### config.mk
export PLATFORM = sky130hd
export DESIGN_NAME = uart_rx_fifo_ctrl
export DESIGN_NICKNAME = d
export VERILOG_FILES = /design/src/rtl/uart_rx_fifo_ctrl.sv
export SDC_FILE = /design/constraint.sdc
export NUM_CORES = 1
export LEC_CHECK = 0
export ABC_AREA = 1
export CAP_MARGIN = 10
export CORE_UTILIZATION = 60
export CTS_CLUSTER_DIAMETER = 50
export DETAILED_ROUTE_END_ITERATION = 16
export HOLD_SLACK_MARGIN = 0.15
export PLACE_DENSITY = 0.78
export SYNTH_ARGS = -nofsm -noshare
export SYNTH_HDL_FRONTEND = slang
export SYNTH_SLANG_ARGS = --single-unit
### constraint.sdc
create_clock -name clk -period 3.5 [get_ports clk]
set_input_delay 0.35 -clock clk [delete_from_list [all_inputs] [get_ports clk]]
set_output_delay 0.35 -clock clk [all_outputs]
set_load 0.1 [all_outputs]
### src/rtl/uart_rx_fifo_ctrl.sv
// UART receiver (configurable word length and parity) feeding a show-ahead FIFO
// that stores each word together with its framing and parity error flags.
module uart_rx_fifo_ctrl #(
    parameter int BAUD_RATE   = 115200,
    parameter int CLK_VAL_MHZ = 50,
    parameter int DATA_BITS   = 8,
    parameter int PARITY      = 0,
    parameter int FIFO_DEPTH  = 16,
    parameter int AF_LEVEL    = FIFO_DEPTH - 2
) (
    input  logic                          clk,
    input  logic                          rst,
    input  logic                          rx,
    input  logic                          rd_en,
    output logic [DATA_BITS-1:0]          rd_data,
    output logic                          rd_frame_err,
    output logic                          rd_parity_err,
    output logic                          rd_valid,
    output logic [$clog2(FIFO_DEPTH):0]   fifo_count,
    output logic                          almost_full,
    output logic                          overrun,
    input  logic                          clr_overrun
);

    localparam int CLKS_PER_BIT = CLK_VAL_MHZ * 1_000_000 / BAUD_RATE;
    localparam int CW   = $clog2(CLKS_PER_BIT + 1);
    localparam int BW   = $clog2(DATA_BITS + 1);
    localparam int AW   = $clog2(FIFO_DEPTH);
    localparam int NW   = AW + 1;
    localparam int EW   = DATA_BITS + 2;

    typedef enum logic [2:0] {
        S_IDLE   = 3'd0,
        S_START  = 3'd1,
        S_DATA   = 3'd2,
        S_PARITY = 3'd3,
        S_STOP   = 3'd4,
        S_BREAK  = 3'd5
    } state_t;

    logic [1:0]           sync_q;
    logic                 rxs;
    state_t               state_q, state_d;
    logic [CW-1:0]        cnt_q, cnt_d;
    logic [BW-1:0]        bit_q, bit_d;
    logic [DATA_BITS-1:0] data_q, data_d;
    logic                 perr_q, perr_d;
    logic                 ferr_q, ferr_d;
    logic                 wr_q, wr_d;
    logic                 bit_tick_s;

    logic [EW-1:0]        mem_q [FIFO_DEPTH];
    logic [AW-1:0]        wr_ptr_q, wr_ptr_d;
    logic [AW-1:0]        rd_ptr_q, rd_ptr_d;
    logic [NW-1:0]        count_q, count_d;
    logic                 overrun_q, overrun_d;
    logic                 push_s, pop_s, drop_s;
    logic [EW-1:0]        head_s;

    // Two-flop synchroniser on the asynchronous serial input.
    always_ff @(posedge clk or posedge rst) begin
        if (rst) begin
            sync_q <= 2'b11;
        end else begin
            sync_q <= {sync_q[0], rx};
        end
    end

    assign rxs        = sync_q[1];
    assign bit_tick_s = (cnt_q == CW'(CLKS_PER_BIT - 1));

    // Receive FSM state and datapath registers.
    always_ff @(posedge clk or posedge rst) begin
        if (rst) begin
            state_q <= S_IDLE;
            cnt_q   <= '0;
            bit_q   <= '0;
            data_q  <= '0;
            perr_q  <= 1'b0;
            ferr_q  <= 1'b0;
            wr_q    <= 1'b0;
        end else begin
            state_q <= state_d;
            cnt_q   <= cnt_d;
            bit_q   <= bit_d;
            data_q  <= data_d;
            perr_q  <= perr_d;
            ferr_q  <= ferr_d;
            wr_q    <= wr_d;
        end
    end

    // Receive FSM next-state: start-bit qualification at mid-bit, then one sample per bit period.
    always_comb begin
        state_d = state_q;
        cnt_d   = cnt_q;
        bit_d   = bit_q;
        data_d  = data_q;
        perr_d  = perr_q;
        ferr_d  = ferr_q;
        wr_d    = 1'b0;
        case (state_q)
            S_IDLE: begin
                cnt_d = '0;
                bit_d = '0;
                if (!rxs) begin
                    state_d = S_START;
                end else begin
                    state_d = S_IDLE;
                end
            end
            S_START: begin
                if (cnt_q == CW'(CLKS_PER_BIT / 2)) begin
                    cnt_d  = '0;
                    perr_d = 1'b0;
                    if (rxs) begin
                        state_d = S_IDLE;
                    end else begin
                        state_d = S_DATA;
                    end
                end else begin
                    cnt_d = cnt_q + CW'(1);
                end
            end
            S_DATA: begin
                if (bit_tick_s) begin
                    cnt_d  = '0;
                    data_d = {rxs, data_q[DATA_BITS-1:1]};
                    bit_d  = bit_q + BW'(1);
                    if (bit_q == BW'(DATA_BITS - 1)) begin
                        if (PARITY != 0) begin
                            state_d = S_PARITY;
                        end else begin
                            state_d = S_STOP;
                        end
                    end else begin
                        state_d = S_DATA;
                    end
                end else begin
                    cnt_d = cnt_q + CW'(1);
                end
            end
            S_PARITY: begin
                if (bit_tick_s) begin
                    cnt_d   = '0;
                    perr_d  = (((^data_q) ^ rxs) != (PARITY == 1));
                    state_d = S_STOP;
                end else begin
                    cnt_d = cnt_q + CW'(1);
                end
            end
            S_STOP: begin
                if (bit_tick_s) begin
                    cnt_d  = '0;
                    ferr_d = ~rxs;
                    wr_d   = 1'b1;
                    // A good stop bit returns to IDLE at mid-bit for back-to-back resync.
                    if (rxs) begin
                        state_d = S_IDLE;
                    end else begin
                        state_d = S_BREAK;
                    end
                end else begin
                    cnt_d = cnt_q + CW'(1);
                end
            end
            S_BREAK: begin
                if (rxs) begin
                    state_d = S_IDLE;
                end else begin
                    state_d = S_BREAK;
                end
            end
            default: begin
                state_d = S_IDLE;
                cnt_d   = '0;
                bit_d   = '0;
            end
        endcase
    end

    // A full FIFO still accepts the word when a pop frees the head slot in the same cycle.
    assign pop_s  = rd_en && (count_q != NW'(0));
    assign push_s = wr_q && ((count_q != NW'(FIFO_DEPTH)) || rd_en);
    assign drop_s = wr_q && !push_s;

    // FIFO pointer, level and overrun next-state.
    always_comb begin
        wr_ptr_d  = wr_ptr_q;
        rd_ptr_d  = rd_ptr_q;
        count_d   = count_q;
        overrun_d = overrun_q;
        if (push_s) begin
            wr_ptr_d = wr_ptr_q + AW'(1);
        end else begin
            wr_ptr_d = wr_ptr_q;
        end
        if (pop_s) begin
            rd_ptr_d = rd_ptr_q + AW'(1);
        end else begin
            rd_ptr_d = rd_ptr_q;
        end
        if (push_s && !pop_s) begin
            count_d = count_q + NW'(1);
        end else if (pop_s && !push_s) begin
            count_d = count_q - NW'(1);
        end else begin
            count_d = count_q;
        end
        if (drop_s) begin
            overrun_d = 1'b1;
        end else if (clr_overrun) begin
            overrun_d = 1'b0;
        end else begin
            overrun_d = overrun_q;
        end
    end

    // FIFO control registers.
    always_ff @(posedge clk or posedge rst) begin
        if (rst) begin
            wr_ptr_q  <= '0;
            rd_ptr_q  <= '0;
            count_q   <= '0;
            overrun_q <= 1'b0;
        end else begin
            wr_ptr_q  <= wr_ptr_d;
            rd_ptr_q  <= rd_ptr_d;
            count_q   <= count_d;
            overrun_q <= overrun_d;
        end
    end

    // FIFO storage; contents need no reset because the read side is gated by rd_valid.
    always_ff @(posedge clk) begin
        if (push_s) begin
            mem_q[wr_ptr_q] <= {perr_q, ferr_q, data_q};
        end
    end

    assign head_s        = mem_q[rd_ptr_q];
    assign rd_valid      = (count_q != NW'(0));
    assign rd_data       = rd_valid ? head_s[DATA_BITS-1:0] : '0;
    assign rd_frame_err  = rd_valid ? head_s[DATA_BITS]     : 1'b0;
    assign rd_parity_err = rd_valid ? head_s[DATA_BITS+1]   : 1'b0;
    assign fifo_count    = count_q;
    assign almost_full   = (count_q >= NW'(AF_LEVEL));
    assign overrun       = overrun_q;

endmodule

==> results of run 1 <==
-- power breakdown --
group / total, mW / internal, mW / switching (mW)
clock: 2.26 / 1.41 / 0.858
sequential: 2.72 / 2.64 / 0.0786
combinational: 3.11 / 0.915 / 2.20
total: 8.10 / 4.96 / 3.14
-- kinds of logic (layout without fill, tap and decap cells) --
logic type	Yosys count	after routing	share of synthesized area, %
XOR/XNOR	15	15	1.47
adder cells (fa/ha/maj)	13	13	1.91
AND/OR/NAND/NOR	477	477	23.1
buffers and inverters	86	125	4.26
flip-flops	203	203	66.0
AO/OA/AOI/OAI	49	49	3.25
-- state kept, by name, indices dropped and copies added, names as in the netlist --
signal and count:
cnt_q 9, ferr_q 1, rd_ptr_q 4, perr_q 1, overrun 1, fifo_count 5
mem_q 160, wr_q 1, wr_ptr_q 4, sync_q 2, data_q 8, state_q 3
bit_q 4
-- per-stage QoR --
step	hold slack [ps]	instance area (sq um)
finish	273	10300
CTS	262	10300
global placement	349	9540
detailed placement	349	9540
floorplan	345	9050
global route	263	10300
-- per-layer routing --
metal  part of all wire [%]  vias up
met2                     49      288
met1                     41     2950
met5                      0        -
li1                       -     2902
met4                    2.3        0
met3                    8.1       34
-- final cells by class --
class	instances	area, sq um
flip-flops and latches	203	5900
inverters	51	196
fillers	1018	4280
multi-input cells	554	2770
repair buffers	37	445
clock buffers	29	596
clock inverters	8	116
well taps	184	230
-- layout by cell type (no fill, tap or decap), drive strengths merged --
| cell type | synthesis | final |
|---|---|---|
| ha | 12 | 12 |
| dfrtp | 41 | 41 |
| or2 | 1 | 1 |
| buf | 27 | 25 |
| nand4 | 4 | 4 |
| bufinv | 0 | 3 |
| dfstp | 2 | 2 |
| clkbuf | 8 | 29 |
| inv | 49 | 49 |
| o21bai | 1 | 1 |
| o21ai | 26 | 26 |
| a21oi | 18 | 18 |
| nor3 | 3 | 3 |
| fa | 1 | 1 |
| o21a | 1 | 1 |
| xor2 | 14 | 14 |
| nand2 | 289 | 289 |
| nand3b | 2 | 2 |
| xnor2 | 1 | 1 |
| a31oi | 1 | 1 |
| edfxtp | 160 | 160 |
| a211oi | 1 | 1 |
| clkinv | 2 | 7 |
| clkdlybuf4s50 | 0 | 12 |
| a22oi | 1 | 1 |
| nor2 | 38 | 38 |
| nand3 | 140 | 140 |
-- worst max-delay path by stage --
stage | start | to | cells past startpoint
5_1_grt | rd_ptr_q[0]$_DFFE_PP0P_ | rd_data[5] | 8
2_1_floorplan | fifo_count[4]$_DFFE_PP0P_ | fifo_count[4]$_DFFE_PP0P_ | 11
6_report | rd_ptr_q[0]$_DFFE_PP0P_ | rd_data[5] | 8
4_1_cts | rd_ptr_q[0]$_DFFE_PP0P_ | rd_data[1] | 8
3_3_place_gp | rd_en | fifo_count[4]$_DFFE_PP0P_ | 12
3_5_place_dp | rd_en | fifo_count[4]$_DFFE_PP0P_ | 12
==> metrics.txt, run 1 <==
Total Wirelength=19200 microns; first-pass GRT wire length=30200 microns; most frequent cell on the critical path=nand2_1; io pins=23; DR WL/cell=18.0 microns; r2r startpoint=fifo_count[0]$_DFFE_PP0P_; Ant. Diodes=0; Port Buffers=22; HP Start=rx; critical path cell sequence=buf_4 -> nand2_1 -> nand3_1 -> nand3_1 -> nand2_1 -> nand2_1 -> a21oi_4 -> buf_12; hpwl dp=11500 microns; Crit Path Max Fanout=82; Util after Layout=between 70% and 80%; cell taking the most area after synthesis=edfxtp_1; met1 usage=36.3%; Hold WC Path Type=in2reg; PostCTS Resize Cnt=0; final setup fails=0; global route overflow=0; syn_nets=861; Final TNS setup=0 ps; DIE AREA=0.0154 sq mm; share of cells above drive strength 1=12.0%; max-capacitance violation count=0; site row count=44; Worst Max-Slew Pin Slew=1020 ps; grt met3 use=roughly 3.3%; hold_buf cts=0; Core Area=0.0145 sq mm; Hold Vio Cnt, Final=0; largest net degree at the start of global routing=83; crit path DAT=around 2700 ps; residual DRC count=0; WP buf/inv=2; post-CTS setup buffers=0; hold depth=1; clock skew=14.6 ps; delay-heaviest family, CP=buffers and inverters; routed vias/inst=5.79; Syn Area/Cell=between 10 and 15 sq um; Post-Synthesis Cells=around 840; Worst-Skew Late Latency=around 480 ps; vias in the first global route=5885; Required @ worst endpoint=3150 ps; Setup CP Type=reg2out; Die Width=124 microns; Initial Util=61.4%; most common cell in the synthesized netlist=nand2_1; leak pwr=between 4 and 5 nW; Inst Count DP=about 1000; Area Growth Syn to Fin=14.9%; Clock transition at path regs=60 ps; CTS max path bufs=3; Yosys top cell area share=53.9%; Final Wtd Congestion=0.805; flops & latches, synth=approximately 200; worst setup margin=464 ps; status=finished clean; Post-synth EDFFs=160; initial antenna violation count=0; post-synthesis sequential area ratio=between 60% and 70%; met2 Use GR=44.0%; Initial DRC Count=733; commonest cells in the netlist=nand2_1, edfxtp_1, nand3_1, dfrtp_1, inv_1; Layout Cells excl Fill=approximately 1100; Crit-path slowest cell=buf_4; pins over their slew limit=0; Max Clk Rate=around 330 MHz; pwr dens=790 mW/mm^2; synth warn=0; CTS tree=built; antenna viol nets, final=0; H-tree levels=1; dominant synthesized flop cell=edfxtp_1; worst flop-to-flop path endpoint=fifo_count[4]$_DFFE_PP0P_; Tcrit/Tclk final=86.7%; DP Worst Slack=871 ps; ys async rst share=approximately a fifth; Reg2Reg Setup Slack=1000 ps; delay of the slowest critical-path stage=690 ps; CTS Sinks=a little over 200; TritonCTS Buffers=21; Vias=6174; Hold Crit Endpoint=sync_q[0]$_DFF_PP1_; synth unique cells=41; final total power=8.10 mW; clock period minus worst slack=3040 ps; Die Span Y=~120 microns; first-pass detailed-route iteration total=5; cell area after synthesis=0.00892 sq mm; top cells by area, synth=edfxtp_1, nand2_1, dfrtp_1, nand3_1, inv_1; Rel. slew slack=31.9%; RSZ-0062 raised after global routing=no; Most Crowded Layer GR=met2; Worst R2R Path Depth=13; CP Launch Type=flop; GRT Total Usage=26.3%; clock root buffer=clkbuf_16; VDD IR max=1130 uV; Worst Setup End Kind=primary output; Total Nets Final=886
(Power assumes the default switching activity.)
==> inputs of run 2 (changes only) <==
--- a/config.mk
+++ b/config.mk
@@ -11,7 +11,8 @@
 export CTS_CLUSTER_DIAMETER = 50
 export DETAILED_ROUTE_END_ITERATION = 16
 export HOLD_SLACK_MARGIN = 0.15
-export PLACE_DENSITY = 0.78
+export PLACE_DENSITY = 0.8
+export SKIP_LAST_GASP = 1
 export SYNTH_ARGS = -nofsm -noshare
 export SYNTH_HDL_FRONTEND = slang
 export SYNTH_SLANG_ARGS = --single-unit
==> metrics.txt, run 2 (synthesis results as in run 1) <==
Initial Util=61.4% (unchanged); DR WL/cell=18.7 microns (was 18.0 microns); hold_buf cts=0 (unchanged); CP Launch Type=flop (unchanged); Rel. slew slack=34.4% (was 31.9%); Tcrit/Tclk final=89.7% (was 86.7%); Combinational Power Share=37.4% (was 38.5%); Hold WC Path Type=in2reg (unchanged); WP buf/inv=2 (unchanged); Die Width=124 microns (unchanged); Setup CP Type=reg2out (unchanged); post-CTS setup buffers=0 (unchanged); largest registers=mem_q: 160 flops, cnt_q: 9 flops, data_q: 8 flops (unchanged); hold_ws=273 ps (about the same); Flop pwr share=34.4% (was 33.6%); Port Buffers=22 (unchanged); Hold Vio Cnt, Final=0 (unchanged); Area Growth Syn to Fin=15.0% (was 14.9%); Ant. Diodes=0 (unchanged); vias in the first global route=6255 (was 5885); Initial DRC Count=705 (was 733); residual DRC count=0 (unchanged); pins over their slew limit=0 (unchanged); antenna viol nets, final=0 (unchanged); largest net degree at the start of global routing=82 (was 83); final setup fails=0 (unchanged); Worst Max-Slew Pin Slew=982 ps (was 1020 ps); Final Wtd Congestion=0.833 (was 0.805); Total Nets Final=886 (unchanged); CTS Sinks=203 (unchanged); clock skew=18.3 ps (was 14.6 ps); Biggest register=mem_q (unchanged); first-pass detailed-route iteration total=5 (unchanged); VDD IR max=674 uV (was 1130 uV); Required @ worst endpoint=3150 ps (about the same); site row count=44 (unchanged); Net Sw Power=3.22 mW (was 3.14 mW); delay of the slowest critical-path stage=900 ps (was 690 ps); Int Power=4.95 mW (was 4.96 mW); clock period minus worst slack=3140 ps (was 3040 ps); worst flop-to-flop path endpoint=fifo_count[4]$_DFFE_PP0P_ (unchanged); Crit-path slowest cell=dfrtp_1 (was buf_4); DIE AREA=0.0154 sq mm (unchanged); first-pass GRT wire length=31700 microns (was 30200 microns); Fillers=968 (was 1018); TritonCTS Buffers=21 (unchanged); CTS max path bufs=3 (unchanged); Worst R2R Path Depth=13 (unchanged); Reg2Reg Setup Slack=910 ps (was 1000 ps); io pins=23 (unchanged); Total Wirelength=19900 microns (was 19200 microns); critical path cell sequence=inv_1 -> nand3_1 -> nand2_1 -> nand2_1 -> a21oi_4 -> buf_12 (was buf_4 -> nand2_1 -> nand3_1 -> nand3_1 -> nand2_1 -> nand2_1 -> a21oi_4 -> buf_12); Core Area=0.0145 sq mm (unchanged); pwr dens=796 mW/mm^2 (was 790 mW/mm^2); RSZ-0062 raised after global routing=no (unchanged); clock root buffer=clkbuf_16 (unchanged); leak pwr=4.25 nW (about the same); max-capacitance violation count=0 (unchanged); max reg flops=160 (unchanged); initial antenna violation count=0 (unchanged); PostCTS Resize Cnt=0 (unchanged); status=finished clean (unchanged); GRT Total Usage=27.6% (was 26.3%); most frequent cell on the critical path=nand2_1 (unchanged); Crit Path Max Fanout=22 (was 82); Clock transition at path regs=60 ps (about the same); H-tree levels=1 (unchanged); Worst-Skew Late Latency=490 ps (was 480 ps); global route overflow=0 (unchanged); crit path DAT=2790 ps (was 2690 ps); Worst Setup SP=rd_ptr_q[2]$_DFFE_PP0P_ (was rd_ptr_q[0]$_DFFE_PP0P_); Vias=6254 (was 6174); leading cell type in the layout, fill and taps excluded=nand2_1 (unchanged); CTS tree=built (unchanged); critical path depth=6 (was 8); hpwl dp=12100 microns (was 11500 microns); Final TNS setup=0 ps (unchanged); Max Clk Rate=319 MHz (was 329 MHz); r2r startpoint=fifo_count[0]$_DFFE_PP0P_ (unchanged); routed vias/inst=5.87 (was 5.79); Die Span Y=124 microns (unchanged); Worst Setup End Kind=primary output (unchanged); Switching Fraction=39.4% (was 38.7%); share of cells above drive strength 1=12.2% (was 12.0%); CP endpoint=rd_data[4] (was rd_data[5]); most frequent cells in the layout=nand2_1, edfxtp_1, nand3_1, inv_1, dfrtp_1 (unchanged); Util after Layout=70.6% (was 70.5%); delay-heaviest family, CP=flip-flops (was buffers and inverters); Clk network pwr share=28.1% (was 28.0%)
## run 2: stage by stage
step                area (sq um)  setup WS, ps  cells  power [mW]
CTS                        10300           375   1066        8.17
finish                     10300           360   1066        8.16
floorplan                   9050          5.30    843        5.00
global placement            9540           940   1029        5.82
detailed placement          9540           865   1029        5.87
global route               10300           274   1066        8.46
## run 2: cell type report
type	instances	area [sq um]	share of cell area, %
multi-input cells	554	2770	27.0
clock inverters	13	150	1.46
flip-flops and latches	203	5900	57.5
inverters	51	196	1.92
repair buffers	37	445	4.34
clock buffers	24	568	5.54
well taps	184	230	2.24
## run 2: worst register-to-register path, cell delays in order (launching register included)
cell	delay (ps)
dfrtp_4	520
nor2_2	130
nand3_1	80
nor3_1	200
nor2_1	60
buf_4	170
ha_1	200
inv_1	160
ha_1	310
a21oi_1	150
nand2_1	90
a21oi_1	130
o21ai_1	110
xor2_1	160
## run 2: worst min-delay path by stage
stage	cells after the start	slack (ps)	startpoint	to
detailed placement	0	350	sync_q[0]$_DFF_PP1_	sync_q[1]$_DFF_PP1_
floorplan	0	350	sync_q[0]$_DFF_PP1_	sync_q[1]$_DFF_PP1_
global placement	0	350	sync_q[0]$_DFF_PP1_	sync_q[1]$_DFF_PP1_
finish	1	270	rx	sync_q[0]$_DFF_PP1_
CTS	1	260	rx	sync_q[0]$_DFF_PP1_
global route	1	270	rx	sync_q[0]$_DFF_PP1_
## run 2: power groups by stage
stage,Combinational (mW),Clock [mW],Sequential (mW)
after global placement,2.97,0,2.85
after floorplan,2.05,0,2.95
final,3.05,2.30,2.81
after global routing,3.22,2.41,2.82
after detailed placement,3.02,0,2.85
after CTS,3.05,2.31,2.81
## run 2: layer usage
| metal | vias up | global-route usage (%) | routed length [microns] |
|---|---|---|---|
| li1 | 2907 | - | - |
| met3 | 46 | 4.72 | 1840 |
| met1 | 2982 | 36.8 | 7750 |
| met2 | 319 | 45.6 | 9710 |
| met5 | - | 0 | 0 |
| met4 | 0 | 10.8 | 621 |
==> inputs of run 3 (changes only) <==
--- a/config.mk
+++ b/config.mk
@@ -7,6 +7,7 @@
 export LEC_CHECK = 0
 export ABC_AREA = 1
 export CAP_MARGIN = 10
+export CORE_MARGIN = 3
 export CORE_UTILIZATION = 60
 export CTS_CLUSTER_DIAMETER = 50
 export DETAILED_ROUTE_END_ITERATION = 16
==> metrics.txt, run 3 (synthesis results as in run 1) <==
Total Wirelength=20200 microns (was 19900 microns); CP Launch Type=flop (unchanged); Max Clk Rate=323 MHz (was 319 MHz); crit path DAT=2750 ps (was 2790 ps); hold_buf cts=0 (unchanged); Clock transition at path regs=60 ps (about the same); Setup CP Type=reg2out (unchanged); Biggest register=mem_q (unchanged); leading cell type in the layout, fill and taps excluded=nand2_1 (unchanged); Total Nets Final=888 (was 886); Area Growth Syn to Fin=15.1% (was 15.0%); pwr dens=793 mW/mm^2 (was 796 mW/mm^2); Ant. Diodes=0 (unchanged); Vias=6224 (was 6254); final setup fails=0 (unchanged); Core Area=0.0142 sq mm (was 0.0145 sq mm); Hold Vio Cnt, Final=0 (unchanged); first-pass GRT wire length=32300 microns (was 31700 microns); delay of the slowest critical-path stage=900 ps (about the same); CTS max path bufs=3 (unchanged); clock root buffer=clkbuf_16 (unchanged); H-tree levels=1 (unchanged); hpwl dp=12200 microns (was 12100 microns); Port Buffers=22 (unchanged); Initial DRC Count=769 (was 705); routed vias/inst=5.84 (was 5.87); hold_ws=200 ps (was 273 ps); Crit Path Max Fanout=22 (unchanged); clock period minus worst slack=3100 ps (was 3140 ps); most frequent cell on the critical path=nand2_1 (unchanged); io pins=23 (unchanged); residual DRC count=0 (unchanged); DIE AREA=0.0164 sq mm (was 0.0154 sq mm); global route overflow=0 (unchanged); Reg2Reg Setup Slack=850 ps (was 910 ps); Final TNS setup=0 ps (unchanged); site row count=43 (was 44); CTS Sinks=203 (unchanged); most frequent cells in the layout=nand2_1, edfxtp_1, nand3_1, inv_1, dfrtp_1 (unchanged); clock skew=8.94 ps (was 18.3 ps); critical path cell sequence=inv_1 -> nand3_1 -> nand2_1 -> nand2_1 -> a21oi_4 -> buf_12 (unchanged); CTS tree=built (unchanged); initial antenna violation count=0 (unchanged); leak pwr=4.26 nW (was 4.25 nW); max reg flops=160 (unchanged); RSZ-0062 raised after global routing=no (unchanged); largest registers=mem_q: 160 flops, cnt_q: 9 flops, data_q: 8 flops (unchanged); Final Wtd Congestion=0.809 (was 0.833); post-CTS setup buffers=0 (unchanged); Die Width=128 microns (was 124 microns); status=finished clean (unchanged); Worst Setup SP=rd_ptr_q[2]$_DFFE_PP0P_ (unchanged); TritonCTS Buffers=21 (unchanged); r2r startpoint=fifo_count[0]$_DFFE_PP0P_ (unchanged); Tcrit/Tclk final=88.6% (was 89.7%); GRT Total Usage=25.1% (was 27.6%); Initial Util=62.8% (was 61.4%); Worst-Skew Late Latency=490 ps (about the same); Die Span Y=128 microns (was 124 microns); CP endpoint=rd_data[4] (unchanged); share of cells above drive strength 1=12.4% (was 12.2%); pins over their slew limit=0 (unchanged); worst flop-to-flop path endpoint=fifo_count[4]$_DFFE_PP0P_ (unchanged); Required @ worst endpoint=3150 ps (about the same); DR WL/cell=19.0 microns (was 18.7 microns); Worst Max-Slew Pin Slew=979 ps (was 982 ps); Rel. slew slack=34.6% (was 34.4%); max-capacitance violation count=0 (unchanged); VDD IR max=920 uV (was 674 uV); PostCTS Resize Cnt=0 (unchanged); first-pass detailed-route iteration total=7 (was 5); Hold WC Path Type=in2async (was in2reg); vias in the first global route=6141 (was 6255); antenna viol nets, final=0 (unchanged); Crit-path slowest cell=dfrtp_1 (unchanged); Worst Setup End Kind=primary output (unchanged); Worst R2R Path Depth=13 (unchanged); largest net degree at the start of global routing=83 (was 82)
==> run 3: area by class of cell <==
class,instances,area (sq um)
clock buffer,28,592
clock inverter,10,113
fill,935,3940
inverter,51,196
multi-input combinational,554,2770
sequential,203,5900
tap,180,225
timing repair buffer,39,473
==> run 3: how the worst min path moves through the flow <==
stage                              from                   end  slack [ps]  cells after the start
finish                              rst   overrun$_DFFE_PP0P_         200                      2
global route                        rst  bit_q[3]$_DFFE_PP0P_         230                      2
CTS                                 rst   overrun$_DFFE_PP0P_         200                      2
detailed placement  sync_q[0]$_DFF_PP1_   sync_q[1]$_DFF_PP1_         360                      0
global placement    sync_q[0]$_DFF_PP1_   sync_q[1]$_DFF_PP1_         360                      0
floorplan           sync_q[0]$_DFF_PP1_   sync_q[1]$_DFF_PP1_         350                      0
==> run 3: critical path, delay by kind of cell, from the launching register on <==
family / cells / cell delay [ps]
flops: 1 / 900
buf+inv: 2 / 810
simple gates: 3 / 440
compound gates: 1 / 80
==> run 3: metrics by stage <==
stage / util [%] / power (mW) / worst slack, ps / instances / area [sq um]
finish: 72.3 / 8.14 / 400 / 1065 / 10300
global route: 72.3 / 8.44 / 287 / 1065 / 10300
CTS: 72.3 / 8.15 / 450 / 1065 / 10300
detailed placement: 67.3 / 5.89 / 780 / 1027 / 9560
global placement: 67.3 / 5.83 / 938 / 1027 / 9560
floorplan: - / 5.00 / 5.30 / 843 / 9050
==> run 3: power by group <==
part	switching, mW	internal [mW]	total (mW)
Sequential	0.122	2.64	2.76
Combinational	2.19	0.926	3.12
Clock	0.910	1.35	2.25
Total	3.22	4.91	8.14
==> run 3: metal layers <==
metal | up-vias | routed length, microns | track usage, %
li1 | 2910 | - | -
met1 | 2981 | 8000 | 34.5
met2 | 291 | 10100 | 42.7
met3 | 42 | 1630 | 3.25
met4 | 0 | 461 | 6.99
met5 | - | 0 | 0
